File: src/rtl/dcache_control.sv
// Control FSM for a 2-way set-associative, write-back, LRU data cache: hit service,
// dirty-victim writeback and line fill, plus saturating hit/miss/writeback counters.
module dcache_control #(
    parameter int CNT_W = 32
) (
    input  logic             clk,
    input  logic             rst,
    input  logic             mem_read,
    input  logic             mem_write,
    input  logic             hit0,
    input  logic             hit1,
    input  logic             lru_valid,
    input  logic             lru_dirty,
    input  logic             pmem_resp,
    input  logic             clr_stats,
    output logic             mem_resp,
    output logic             pmem_read,
    output logic             pmem_write,
    output logic             way_sel,
    output logic [1:0]       data_wdata_sel,
    output logic             data_wren_sel,
    output logic             resp_sel,
    output logic             ma_sel,
    output logic [1:0]       hit_sel,
    output logic             dirty_wren_sel,
    output logic             lru_wdata_sel,
    output logic             data_we,
    output logic             tag_we,
    output logic             valid_we,
    output logic             dirty_we,
    output logic             lru_we,
    output logic             dirty_wdata,
    output logic [CNT_W-1:0] hit_count,
    output logic [CNT_W-1:0] miss_count,
    output logic [CNT_W-1:0] wb_count
);

    typedef enum logic [1:0] {
        IDLE = 2'b00,
        WB   = 2'b01,
        FILL = 2'b10
    } state_t;

    state_t state_reg, state_next;

    logic req, hit;
    logic [2:0] cnt_inc;              // {wb, miss, hit}
    logic [3*CNT_W-1:0] cnt_all;

    assign req = mem_read | mem_write;
    assign hit = hit0 | hit1;

    // Mealy decode: every select is a function of the current state and live inputs.
    always_comb begin
        state_next     = state_reg;
        cnt_inc        = 3'b000;
        mem_resp       = 1'b0;
        pmem_read      = 1'b0;
        pmem_write     = 1'b0;
        way_sel        = 1'b0;
        data_wdata_sel = 2'b00;
        data_wren_sel  = 1'b0;
        resp_sel       = 1'b0;
        ma_sel         = 1'b0;
        hit_sel        = 2'b00;
        dirty_wren_sel = 1'b0;
        lru_wdata_sel  = 1'b0;
        data_we        = 1'b0;
        tag_we         = 1'b0;
        valid_we       = 1'b0;
        dirty_we       = 1'b0;
        lru_we         = 1'b0;
        dirty_wdata    = 1'b0;
        case (state_reg)
            IDLE: begin
                if (req && hit) begin
                    mem_resp      = 1'b1;
                    lru_we        = 1'b1;
                    lru_wdata_sel = 1'b1;
                    cnt_inc[0]    = 1'b1;
                    if (mem_write) begin
                        data_we       = 1'b1;
                        data_wren_sel = 1'b1;
                        dirty_we      = 1'b1;
                        dirty_wdata   = 1'b1;
                    end
                end else if (req) begin
                    hit_sel    = 2'b10;
                    cnt_inc[1] = 1'b1;
                    state_next = (lru_valid && lru_dirty) ? WB : FILL;
                end
            end
            WB: begin
                hit_sel    = 2'b10;
                way_sel    = 1'b1;
                pmem_write = 1'b1;
                if (pmem_resp) begin
                    cnt_inc[2] = 1'b1;
                    state_next = FILL;
                end
            end
            FILL: begin
                hit_sel   = 2'b10;
                ma_sel    = 1'b1;
                pmem_read = 1'b1;
                if (pmem_resp) begin
                    // Install the line and answer the CPU in the same cycle.
                    data_we        = 1'b1;
                    tag_we         = 1'b1;
                    valid_we       = 1'b1;
                    dirty_we       = 1'b1;
                    dirty_wren_sel = 1'b1;
                    data_wdata_sel = mem_write ? 2'b10 : 2'b01;
                    dirty_wdata    = mem_write;
                    lru_we         = 1'b1;
                    hit_sel        = 2'b11;
                    mem_resp       = 1'b1;
                    resp_sel       = 1'b1;
                    state_next     = IDLE;
                end
            end
            default: state_next = IDLE;
        endcase
    end

    always_ff @(posedge clk) begin
        if (rst) begin
            state_reg <= IDLE;
        end else begin
            state_reg <= state_next;
        end
    end

    // One saturating counter per event; clear beats a same-cycle increment.
    generate
        for (genvar gi = 0; gi < 3; gi++) begin : g_cnt
            logic [CNT_W-1:0] cnt_reg;
            always_ff @(posedge clk) begin
                if (rst || clr_stats) begin
                    cnt_reg <= '0;
                end else if (cnt_inc[gi] && (cnt_reg != {CNT_W{1'b1}})) begin
                    cnt_reg <= cnt_reg + {{(CNT_W-1){1'b0}}, 1'b1};
                end
            end
            assign cnt_all[gi*CNT_W +: CNT_W] = cnt_reg;
        end
    endgenerate

    assign hit_count  = cnt_all[0*CNT_W +: CNT_W];
    assign miss_count = cnt_all[1*CNT_W +: CNT_W];
    assign wb_count   = cnt_all[2*CNT_W +: CNT_W];

endmodule

File: config.mk
export PLATFORM = sky130hd
export DESIGN_NAME = dcache_control
export DESIGN_NICKNAME = d
export VERILOG_FILES = /design/src/rtl/dcache_control.sv
export SDC_FILE = /design/constraint.sdc
export NUM_CORES = 1
export LEC_CHECK = 0
export ABC_AREA = 1
export CAP_MARGIN = 20
export CORE_ASPECT_RATIO = 0.9
export CORE_MARGIN = 4
export CORE_UTILIZATION = 40
export CTS_CLUSTER_DIAMETER = 120
export DETAILED_ROUTE_END_ITERATION = 10
export PLACE_DENSITY = 0.65
export SETUP_SLACK_MARGIN = 0.1
export SLEW_MARGIN = 30
export SYNTH_ARGS = -nofsm -noshare
export SYNTH_HDL_FRONTEND = slang
export SYNTH_SLANG_ARGS = --single-unit
File: constraint.sdc
create_clock -name clk -period 2.5 [get_ports clk]
set_clock_uncertainty 0.15 [all_clocks]
set_input_delay 0.75 -clock clk [delete_from_list [all_inputs] [get_ports clk]]
set_output_delay 0.75 -clock clk [all_outputs]
set_load 0.02 [all_outputs]
Word-level counts from Yosys, hierarchy flattened
Cells that the tools add are included.

Input port bits: 10. Word-level logic and storage cells: 56. Output and inout bits: 115. Bits in registers: 98.

Muxes and demuxes: 30. Bitwise operators: 2. Reduce and logical (&&, ||, !) cells: 8. $add $sub $neg: 3. Equal/unequal tests: 9.

Operators with widths (count): 32-bit by 1-bit adder with 32-bit output (second input constant) (3); 32-bit inequality test (second input constant) (3); 2-bit 2-to-1 mux (11); 1-bit 2-to-1 mux (14); 2-bit one-hot mux with 3 select lines (2); 2-bit inequality test (second input constant) (4); 1-bit one-hot mux with 2 select lines (3); 1-bit logical AND (5); 4-bit AND reduction (1); 2-bit by 1-bit == test with 1-bit output (second input constant) (1); 2-bit == test (second input constant) (1); 2-bit logical NOT (1); 1-bit bitwise OR (2); 1-bit logical OR (1).

Longest topological paths before layout
Depth after elaboration: 5. Depth in mapped cells: 11. Depth with buffers taken out: 10.

Least setup slack after synthesis
Ideal clock, no wire load.

Path kind: input to output. Start point: input mem_write. End point: output dirty_we. Setup slack: -373 ps. Buffers on the path: 2. Arrival: 1973 ps. Stages: 6. Required time: 1600 ps. Cell sequence: inv_2 > nand2_1 > nand3_2 > buf_2 > o21ai_0 > buf_4.

Longest elaborated chain between the ends: 4. Elaborated cells between the ends (all ways): 5. Classes of those cells: mux: 3; bitwise: 1; reduce/logical: 1.

RTL lines: start: declaration (line 9) `input logic mem_write,`; 1-bit bitwise OR (line 50) `assign req = mem_read | mem_write;`; 1-bit logical AND (line 76) `if (req && hit) begin`; 1-bit 2-to-1 mux (*); 1-bit one-hot mux with 2 select lines (*); end: declaration (line 30) `output logic dirty_we,`.

Mark *: on every way between the ends. The rest lies on a longest branch, timed or not.

Worst setup path after layout
Start point: input mem_write. End point: output data_we.

Longest elaborated chain between the ends: 4. Elaborated cells between the ends (all ways): 5. Classes of those cells: mux: 3; bitwise: 1; reduce/logical: 1.

RTL lines: 1-bit bitwise OR (line 50); 1-bit logical AND (line 76); 1-bit 2-to-1 mux (*) (line 76); 1-bit one-hot mux with 2 select lines (*) (line 74) `case (state_reg)`; end: declaration (line 27) `output logic data_we,`.

Marked as above.

==> results.md <==
* RSZ-0062 raised after global routing: yes
* Psw at 0.000840 W
* Fillers at 1,492
* Worst min path class: reg2reg
* Row count at 41
* Vias per cell at 4.85
* Pleak at 3.15 nW
* Wirelength per Cell at 13.0 µm
* CP top delay family: buffers and inverters
* Area contributors post-synth: dfxtp_1, nand2_1, nor2_1, nand3_1, a21oi_1
* Power Internal at 0.00257 W
* Synth-to-layout area growth at 34.9%
* Initial Util at 41.5%
* CP Capture Type: primary output
* Comb pwr share at 11.8%
* CTS HTree Levels at 3
* Yosys warns at 0
* Worst-margin pin slew at 481 ps
* Power Density at 428 nW/µm²
* Top cell type's share of synthesized area at 33.2%
* Cells after Synth at 999
* Setup TNS at 0 ps
* Reg power frac at 46.3%
* Synth Register Bits at 98
* Max-cap viol count at 0
* Final antenna-violating net count at 0
* Die area at 16,800 µm²
* Global route overflow at 0
* Sequential fraction of the synthesis area at 33.2%
* Total CTS buffers at 9
* Startpoint Class: input pin
* Worst vdd ir at 0.359 mV
* Largest net degree at the start of global routing at 55
* Antenna violations before repair at 0
* Mean Syn Cell Area at 5.92 µm²
* Die height at 123 µm
* Post-synth top area cell: dfxtp_1
* Cell Area, Synth at 5910 µm²
* Crit path top cell by count: buf_6
* Top-count cell post-synth: nand2_1
* Fmax at 424 MHz
* Core box area at 14,300 µm²
* Share of cells above drive strength 1 at 10.7%
* Smallest hold slack at 356 ps
* Final wirelength at 17.4 mm
* Nets at 1,163
* Drt first pass iters at 5
* Crit Path Max Fanout at 6
* Hold-fix buffers at CTS at 0
* Power, Total at 0.00341 W
* Die W at 136 µm
* FFs w/ async S/R, synth at 0%
* CTS Root Cell: clkbuf_16
* Final RePlAce weighted congestion at 0.939
* Post-synth EDFFs at 0
* Critical path required time at 1600 ps
* DRT iter0 DRCs at 509
* Kind of critical path: in2out
* Worst-Skew Late Latency at 360 ps
* Status: completed
* Ys flop type: dfxtp_1
* Worst endpoint data arrival time at 1460 ps
* Total Routing Usage GR at 20.8%
* Port Buffers at 124
* First-pass GRT wire length at 28.0 mm
* Yosys cell types at 25
* Max stage delay on crit path at 210 ps
* Antenna Cells at 0
* Non-filler instance count after layout at 1,344
* Critical path's slowest cell: o21ai_4
* Final Critical Period at 2360 ps
* Clk sinks at 98
* Endpoints failing setup at 0
* I/O pin count at 125
* Syn_nets at 1,016
* Routed via count at 6,515
* Crit path cell chain: buf_6, inv_4, nand2_4, nand3_4, o21ai_4, buf_6
* Placed cell count at 1,327
* Endpoints failing hold at 0
* CP Buf/Inv Count at 3
* Clk pwr share at 41.9%
* Rel. slew slack at 67.9%
* Post-synth top cells: nand2_1, nor2_1, nand3_1
* Clk slew on worst S/H paths at 60 ps
* HPWL Detailed at 13.3 mm
* Number of global-route vias before repair at 5,649
* CTS tree: yes
* Switching share of power at 24.6%
* Max-slew violations at 0
* Period utilization at 94.3%
* Drt drc at 0
* Final core occ at 56.0%
* CTS Buffer Depth at 2
## through the flow
step                      setup slack [ps]  cell area (µm²)
after global placement                -865             7570
after CTS                             95.9             7860
final                                  141             7980
after floorplan                        101             5940
after detailed placement              -879             7570
after global routing                  82.2             7980
## power by group through the flow
stage / clock (W) / combinational (W) / sequential, W
floorplan: 0 / 0.000219 / 0.00161
global placement: 0 / 0.000379 / 0.00161
detailed placement: 0 / 0.000383 / 0.00161
CTS: 0.00146 / 0.000381 / 0.00157
global route: 0.00154 / 0.000437 / 0.00158
finish: 0.00143 / 0.000404 / 0.00158
## cell usage in the layout, fill, tap and decap left out, types with 5 or more instances in the layout
cell type        netlist  layout
buf_4                  8      46
dlymetal6s2s_1         0      10
nor2_2                12      13
buf_6                  5      12
and2_1                 7       7
nor3_1                 7       7
nand2_1              277     273
clkdlybuf4s50_1        0      89
ha_1                   7       5
nor2_1               241     239
inv_1                 84      78
xor2_1                 6       6
dfxtp_1               98      96
buf_2                 12       5
nand4_1               24      24
clkbuf_16              0       9
inv_2                  5       9
a21oi_1               85      83
nand3_1              101     101
## layer usage
metal  routed length [µm]  vias up  GRT usage [%]
li1                     -     3459              -
met1                 8560     2877           29.8
met2                 7630      162           31.6
met3                 1080       17           5.29
met4                  179        0           4.72
met5                    0        -              0
## layout make-up
cell class              instances  area (µm²)  share of cell area (%)
repair buffers                169        1610                    20.2
inverters                      90         343                    4.30
well taps                     193         241                    3.03
flip-flops and latches         98        1970                    24.6
clock buffers                  14         264                    3.31
clock inverters                 2        35.0                   0.439
multi-input cells             778        3520                    44.1
## worst register-to-register path: cells and delay by family, from the launching register on
kind	cells	cell delay, ps
fa+ha+maj	1	260
flops	1	370
buf+inv	2	150
simple gates	7	1140
## final timing paths
| kind | startpoint | end | slack (ps) | depth (start not counted) |
|---|---|---|---|---|
| max | mem_write | data_we | 140 | 6 |
| min | hit_count[1] | hit_count[1] | 360 | 2 |
| max reg2reg | state_reg[1] | wb_count[25] | 320 | 10 |
| min reg2reg | hit_count[1] | hit_count[1] | 360 | 2 |
## logic make-up (layout without fill, tap and decap cells)
group,after synthesis,after routing,synth area share [%]
AOI/OAI and AO/OA,87,87,7.40
xor gates and xnor gates,7,7,1.04
adders and majority gates,7,7,1.48
buffers and inverters,123,275,9.20
DFF,98,98,33.2
and+or+nand+nor,677,677,47.7
## repair_timing
action / in CTS / in global routing
buffers inserted: 1 / 0
hold endpoints to repair: 0 / 0
resized for setup: 110 / 35
endpoints found under the setup margin: 24 / 30
pin swaps: 8 / 7
gates cloned: 0 / 0
No activity file was read; power rests on OpenSTA's default activity.
==> RTL change 1: new RTL, same settings <==
Re-encode `state_t` (3 states) as one-hot, 3 bits wide.
--- a/src/rtl/dcache_control.sv
+++ b/src/rtl/dcache_control.sv
@@ -36,8 +36,8 @@
 );
 
-    typedef enum logic [1:0] {
-        IDLE = 2'b00,
-        WB   = 2'b01,
-        FILL = 2'b10
+    typedef enum logic [2:0] {
+        IDLE = 3'b001,
+        WB   = 3'b010,
+        FILL = 3'b100
     } state_t;
 
Formal check against the unedited RTL: no difference found for any inputs over 10 cycles, from zero or initial values and one cycle with rst high; not proved beyond that.
==> RTL change 1 against the unedited design <==
  * Design area grew 5.4%
  * Routed wire length grew 12%
  * Largest cell class unchanged
  * Register-to-register slack gained 60 ps
  * Setup slack lost 18 ps
  * Non-clock buffer count is the same
  * Critical endpoint is now hit_sel[1]
  * Total power grew 4.9%
  * Synthesized area grew 8.7%
  * Highest routed layer is now met5
  * Critical path type unchanged
  * Synthesized cell count grew 6.0%
  * Sequential cell count grew 1
  * Die area grew 8.2%
  * First-iteration DRC count shrank 6.5%
==> RTL change 1: results (changes against the unedited design) <==
qor: outcome.run_status completed
qor: layout.layout.clock_buffers 10 [-4]
qor: setup_path.rr_startpoint hit_count[0]
qor: detailed_routing.met3_wirelength 1230 µm [+14%]
qor: layout.regArea 0.00199 mm² [+0.95%]
qor: layout.layout.non_clock_inverters 114 [+27%]
qor: layout.layout.nets 1,218 [+4.7%]
qor: setup_path.reg2reg_slack 380 ps [+60 ps]
qor: place.dp_hpwl 14,700 µm [+11%]
qor: layout.multiInputGateArea 0.00383 mm² [+8.8%]
qor: detailed_routing.routedLengthMet1 9140 µm [+6.8%]
qor: global_routing.grt_pass1_vias 6,221 [+10%]
qor: setup_path.critPathArrivalTime 1480 ps [+20 ps]
qor: power.pwr-share-seq 0.445 [-0.018]
qor: global_routing.met3_usage 0.0421 [-0.0107]
qor: timing.final.min_clock_period 2380 ps [+17.9 ps]
qor: setup_path.cp-startpoint hit1
qor: synth.synth.area.top_cells sky130_fd_sc_hd__dfxtp_1 31%, sky130_fd_sc_hd__nand2_1 16%, sky130_fd_sc_hd__nor2_1 14%, sky130_fd_sc_hd__nand3_1 9.2%, sky130_fd_sc_hd__inv_1 6.5%
qor: detailed_routing.detail_route_met2_wl 8660 µm [+14%]
qor: synth.synth_seq_area_share 0.308 [-0.0235]
qor: layout.area_share_clock_buf_inv 0.0394 [+0.00194]
qor: layout.n_fill_cell 1,589 [+6.5%]
qor: power.vdd_ir_drop_max 359 µV [about the same]
qor: layout.drive_above_1_share 0.124 [+0.0172]
qor: setup_path.worstRegToRegCells 8 [-2]
qor: global_routing.grt_util_met2 0.330 [+0.0140]
qor: global_routing.gr-usage-all-layers 0.214 [+0.00556]
qor: layout.final_cells 1,411 [+5.0%]
qor: setup_path.endpoint hit_sel[1]
qor: synth.synth_top_cells_by_count 268 x sky130_fd_sc_hd__nand2_1, 233 x sky130_fd_sc_hd__nor2_1, 118 x sky130_fd_sc_hd__nand3_1, 112 x sky130_fd_sc_hd__inv_1, 99 x sky130_fd_sc_hd__dfxtp_1
## RTL change 1: changes by cell type in the layout (fill, tap and decap cells not counted), sizes merged, moves of 5 or more
cell and change:
inv +25, nand3 +24, nor2 +5, o21ai +11
## RTL change 1: worst max-delay path, cell delays in order
cell	delay (ps)
sky130_fd_sc_hd__buf_2	100
sky130_fd_sc_hd__inv_1	80
sky130_fd_sc_hd__nand2_4	70
sky130_fd_sc_hd__buf_6	120
sky130_fd_sc_hd__nor2_4	110
sky130_fd_sc_hd__nand2_4	60
sky130_fd_sc_hd__nand3_2	60
sky130_fd_sc_hd__buf_6	120
## RTL change 1: cells by family after synthesis
kind of cell / share of synthesized area
simple gates: 0.487
buf+inv: 0.113
compound gates: 0.0778
flops: 0.308
xor+xnor: 0.00817
fa+ha+maj: 0.00584
## RTL change 1: what timing repair did
item	CTS	global route
gates cloned	0	1
endpoints found under the setup margin	23	32
buffers inserted	1	1
pin swaps	7	5
resized for setup	108	22
==> RTL change 2: new RTL, config.mk and constraints unchanged <==
Made on the original files. Change the parameter `CNT_W` from 32 to 16.
--- a/src/rtl/dcache_control.sv
+++ b/src/rtl/dcache_control.sv
@@ -2,5 +2,5 @@
 // dirty-victim writeback and line fill, plus saturating hit/miss/writeback counters.
 module dcache_control #(
-    parameter int CNT_W = 32
+    parameter int CNT_W = 16
 ) (
     input  logic             clk,
Interface: changed (resized hit_count, miss_count and wb_count); port bits go from 125 to 77. No check against the original RTL was run, so the function may have changed too.
==> RTL change 2 against the unedited design <==
  * Final cell count down 50%
  * Worst hold slack better by 17 ps
  * Total power down 51%
  * Sequential cell count down 48
  * Count of clock-buffer cells in the layout down 8
  * Routed wire length down 54%
  * Synthesized area down 48%
  * Design area down 49%
  * Non-clock buffer count down 73
  * Die area down 46%
  * Setup slack better by 4.1 ps
  * Utilization up 0.12 points
==> RTL change 2: results (changes against the unedited design) <==
qor: power.cellInternalPower 1.16 mW [-55%]
qor: place.place.port_buffers 76 [-39%]
qor: setup_path.rr_endpoint wb_count[15]
qor: setup_path.critPathSlowestCell sky130_fd_sc_hd__o21ai_4
qor: detailed_routing.wl_per_cell 11.9 µm [-8.2%]
qor: clocking.root_buffer sky130_fd_sc_hd__clkbuf_8
qor: setup_path.critical-path-max-stage-delay 180 ps [-30 ps]
qor: setup_path.worstRegToRegCells 9 [-1]
qor: power.leakagePower 1.70 nW [-46%]
qor: detailed_routing.detail_route.first_pass.iterations 4 [-1]
qor: synth.synth-xor-area-share 0.0230 [+0.0126]
qor: synth.synth_fa_ha_area_frac 0.0287 [+0.0139]
qor: setup_path.reg2reg_slack 650 ps [+330 ps]
qor: place.dp_hpwl 6210 µm [-53%]
qor: global_routing.grt_max_degree 26 [-53%]
qor: synth.number_of_enable_type_register_cells_in_the_synthesized_netlist 0 [unchanged]
qor: synth.synth.area.top_cells sky130_fd_sc_hd__dfxtp_1 33%, sky130_fd_sc_hd__nand2_1 15%, sky130_fd_sc_hd__nor2_1 14%, sky130_fd_sc_hd__nand3_1 7.1%, sky130_fd_sc_hd__inv_1 5.7%
qor: detailed_routing.drt_first_iter_violations 151 [-70%]
qor: global_routing.gr-usage-all-layers 0.178 [-0.0305]
qor: setup_path.worst-path-max-fanout 5 [-1]
qor: clocking.cts-htree-levels 2 [-1]
qor: power.vdd_ir_drop_max 248 µV [-31%]
qor: synth.synth_top_cells_by_count 125 x sky130_fd_sc_hd__nand2_1, 116 x sky130_fd_sc_hd__nor2_1, 50 x sky130_fd_sc_hd__dfxtp_1, 46 x sky130_fd_sc_hd__inv_1, 43 x sky130_fd_sc_hd__nand3_1
qor: setup_path.cp-startpoint hit1
qor: global_routing.first_pass_grt_wire_length 13,400 µm [-52%]
qor: clocking.path_clk_slew 100 ps [+40 ps]
qor: global_routing.grt_pass1_vias 2,910 [-48%]
qor: synth.synth_seq_area_share 0.328 [-0.00344]
qor: timing.worst-slew-pin-transition 347 ps [-134 ps]
qor: timing.fin_crit_sh 0.942 [-0.00166]
qor: layout.layout.nets 599 [-48%]
qor: place.place_ws -715 ps [+164 ps]
qor: synth.synth_area_in_compound_gates 0.0784 [+0.00433]
qor: synth.netlist-cell-type-count 31 [+24%]
qor: synth.nets_in_the_synthesized_netlist 509 [-50%]
qor: setup_path.rr_startpoint state_reg[0]
qor: min_path.hold_end hit_count[3]
qor: detailed_routing.vias_per_cell 4.86 [+0.31%]
qor: layout.drive_above_1_share 0.130 [+0.0235]
qor: place.gp_congestion 0.846 [-10%]
qor: clocking.worst_skew_late_latency 310 ps [-50 ps]
qor: min_path.hold_path.startpoint hit_count[3]
qor: clocking.numCtsBuffers 5 [-4]
qor: place.placed_cell_area 0.00399 mm² [-47%]
qor: outcome.run_status completed
-- RTL change 2: logic make-up (layout without fill, tap and decap cells) --
family / count (synthesis) / in the layout
and+or+nand+nor: 322 / 322
buffers and inverters: 61 / 152
DFF: 50 / 50
AOI/OAI and AO/OA: 44 / 44
xor gates and xnor gates: 8 / 8
adders and majority gates: 7 / 7
-- RTL change 2: per-stage QoR --
stage,cells,hold slack (ps)
final,676,373
after global routing,676,406
after CTS,675,370
after detailed placement,666,355
after global placement,666,348
after floorplan,492,321
-- RTL change 2: timing repair --
action,in CTS,in global routing
buffers inserted,1,1
setup endpoints to repair,19,5
pin swaps,4,2
gates resized for setup,92,6
-- RTL change 2: worst max-delay path by stage --
| stage | to | cells past startpoint |
|---|---|---|
| 2_1_floorplan | dirty_we | 5 |
| 3_3_place_gp | data_we | 6 |
| 3_5_place_dp | data_we | 6 |
| 4_1_cts | data_we | 5 |
| 5_1_grt | data_wdata_sel[1] | 4 |
| 6_report | data_we | 6 |
-- RTL change 2: cell type report --
class                           instances  area, µm²
Fill cell                             735       3170
Multi-Input combinational cell        381       1830
Sequential cell                        50       1000
Timing Repair Buffer                   96        836
Inverter                               48        180
Tap cell                               93        116
Clock buffer                            6       72.6
Clock inverter                          2       13.8
-- RTL change 2: critical path, delay by kind of cell --
family	cells	cell delay, ps
compound gates	1	180
buf+inv	2	240
simple gates	3	280
-- RTL change 2: power groups by stage --
stage          registers [mW]  clock network (mW)  logic [mW]
6_report                0.823               0.480       0.366
4_1_cts                 0.823               0.501       0.358
3_5_place_dp            0.841                   0       0.378
2_1_floorplan           0.849                   0       0.207
3_3_place_gp            0.841                   0       0.375
5_1_grt                 0.826               0.530       0.399
-- RTL change 2: per-layer routing --
layer | track usage | share of wire | up-vias
met5 | 0 | 0 | -
met4 | 0.0471 | 0.0088 | 0
met3 | 0.0363 | 0.063 | 7
met2 | 0.274 | 0.43 | 96
met1 | 0.250 | 0.49 | 1454
li1 | - | - | 1730
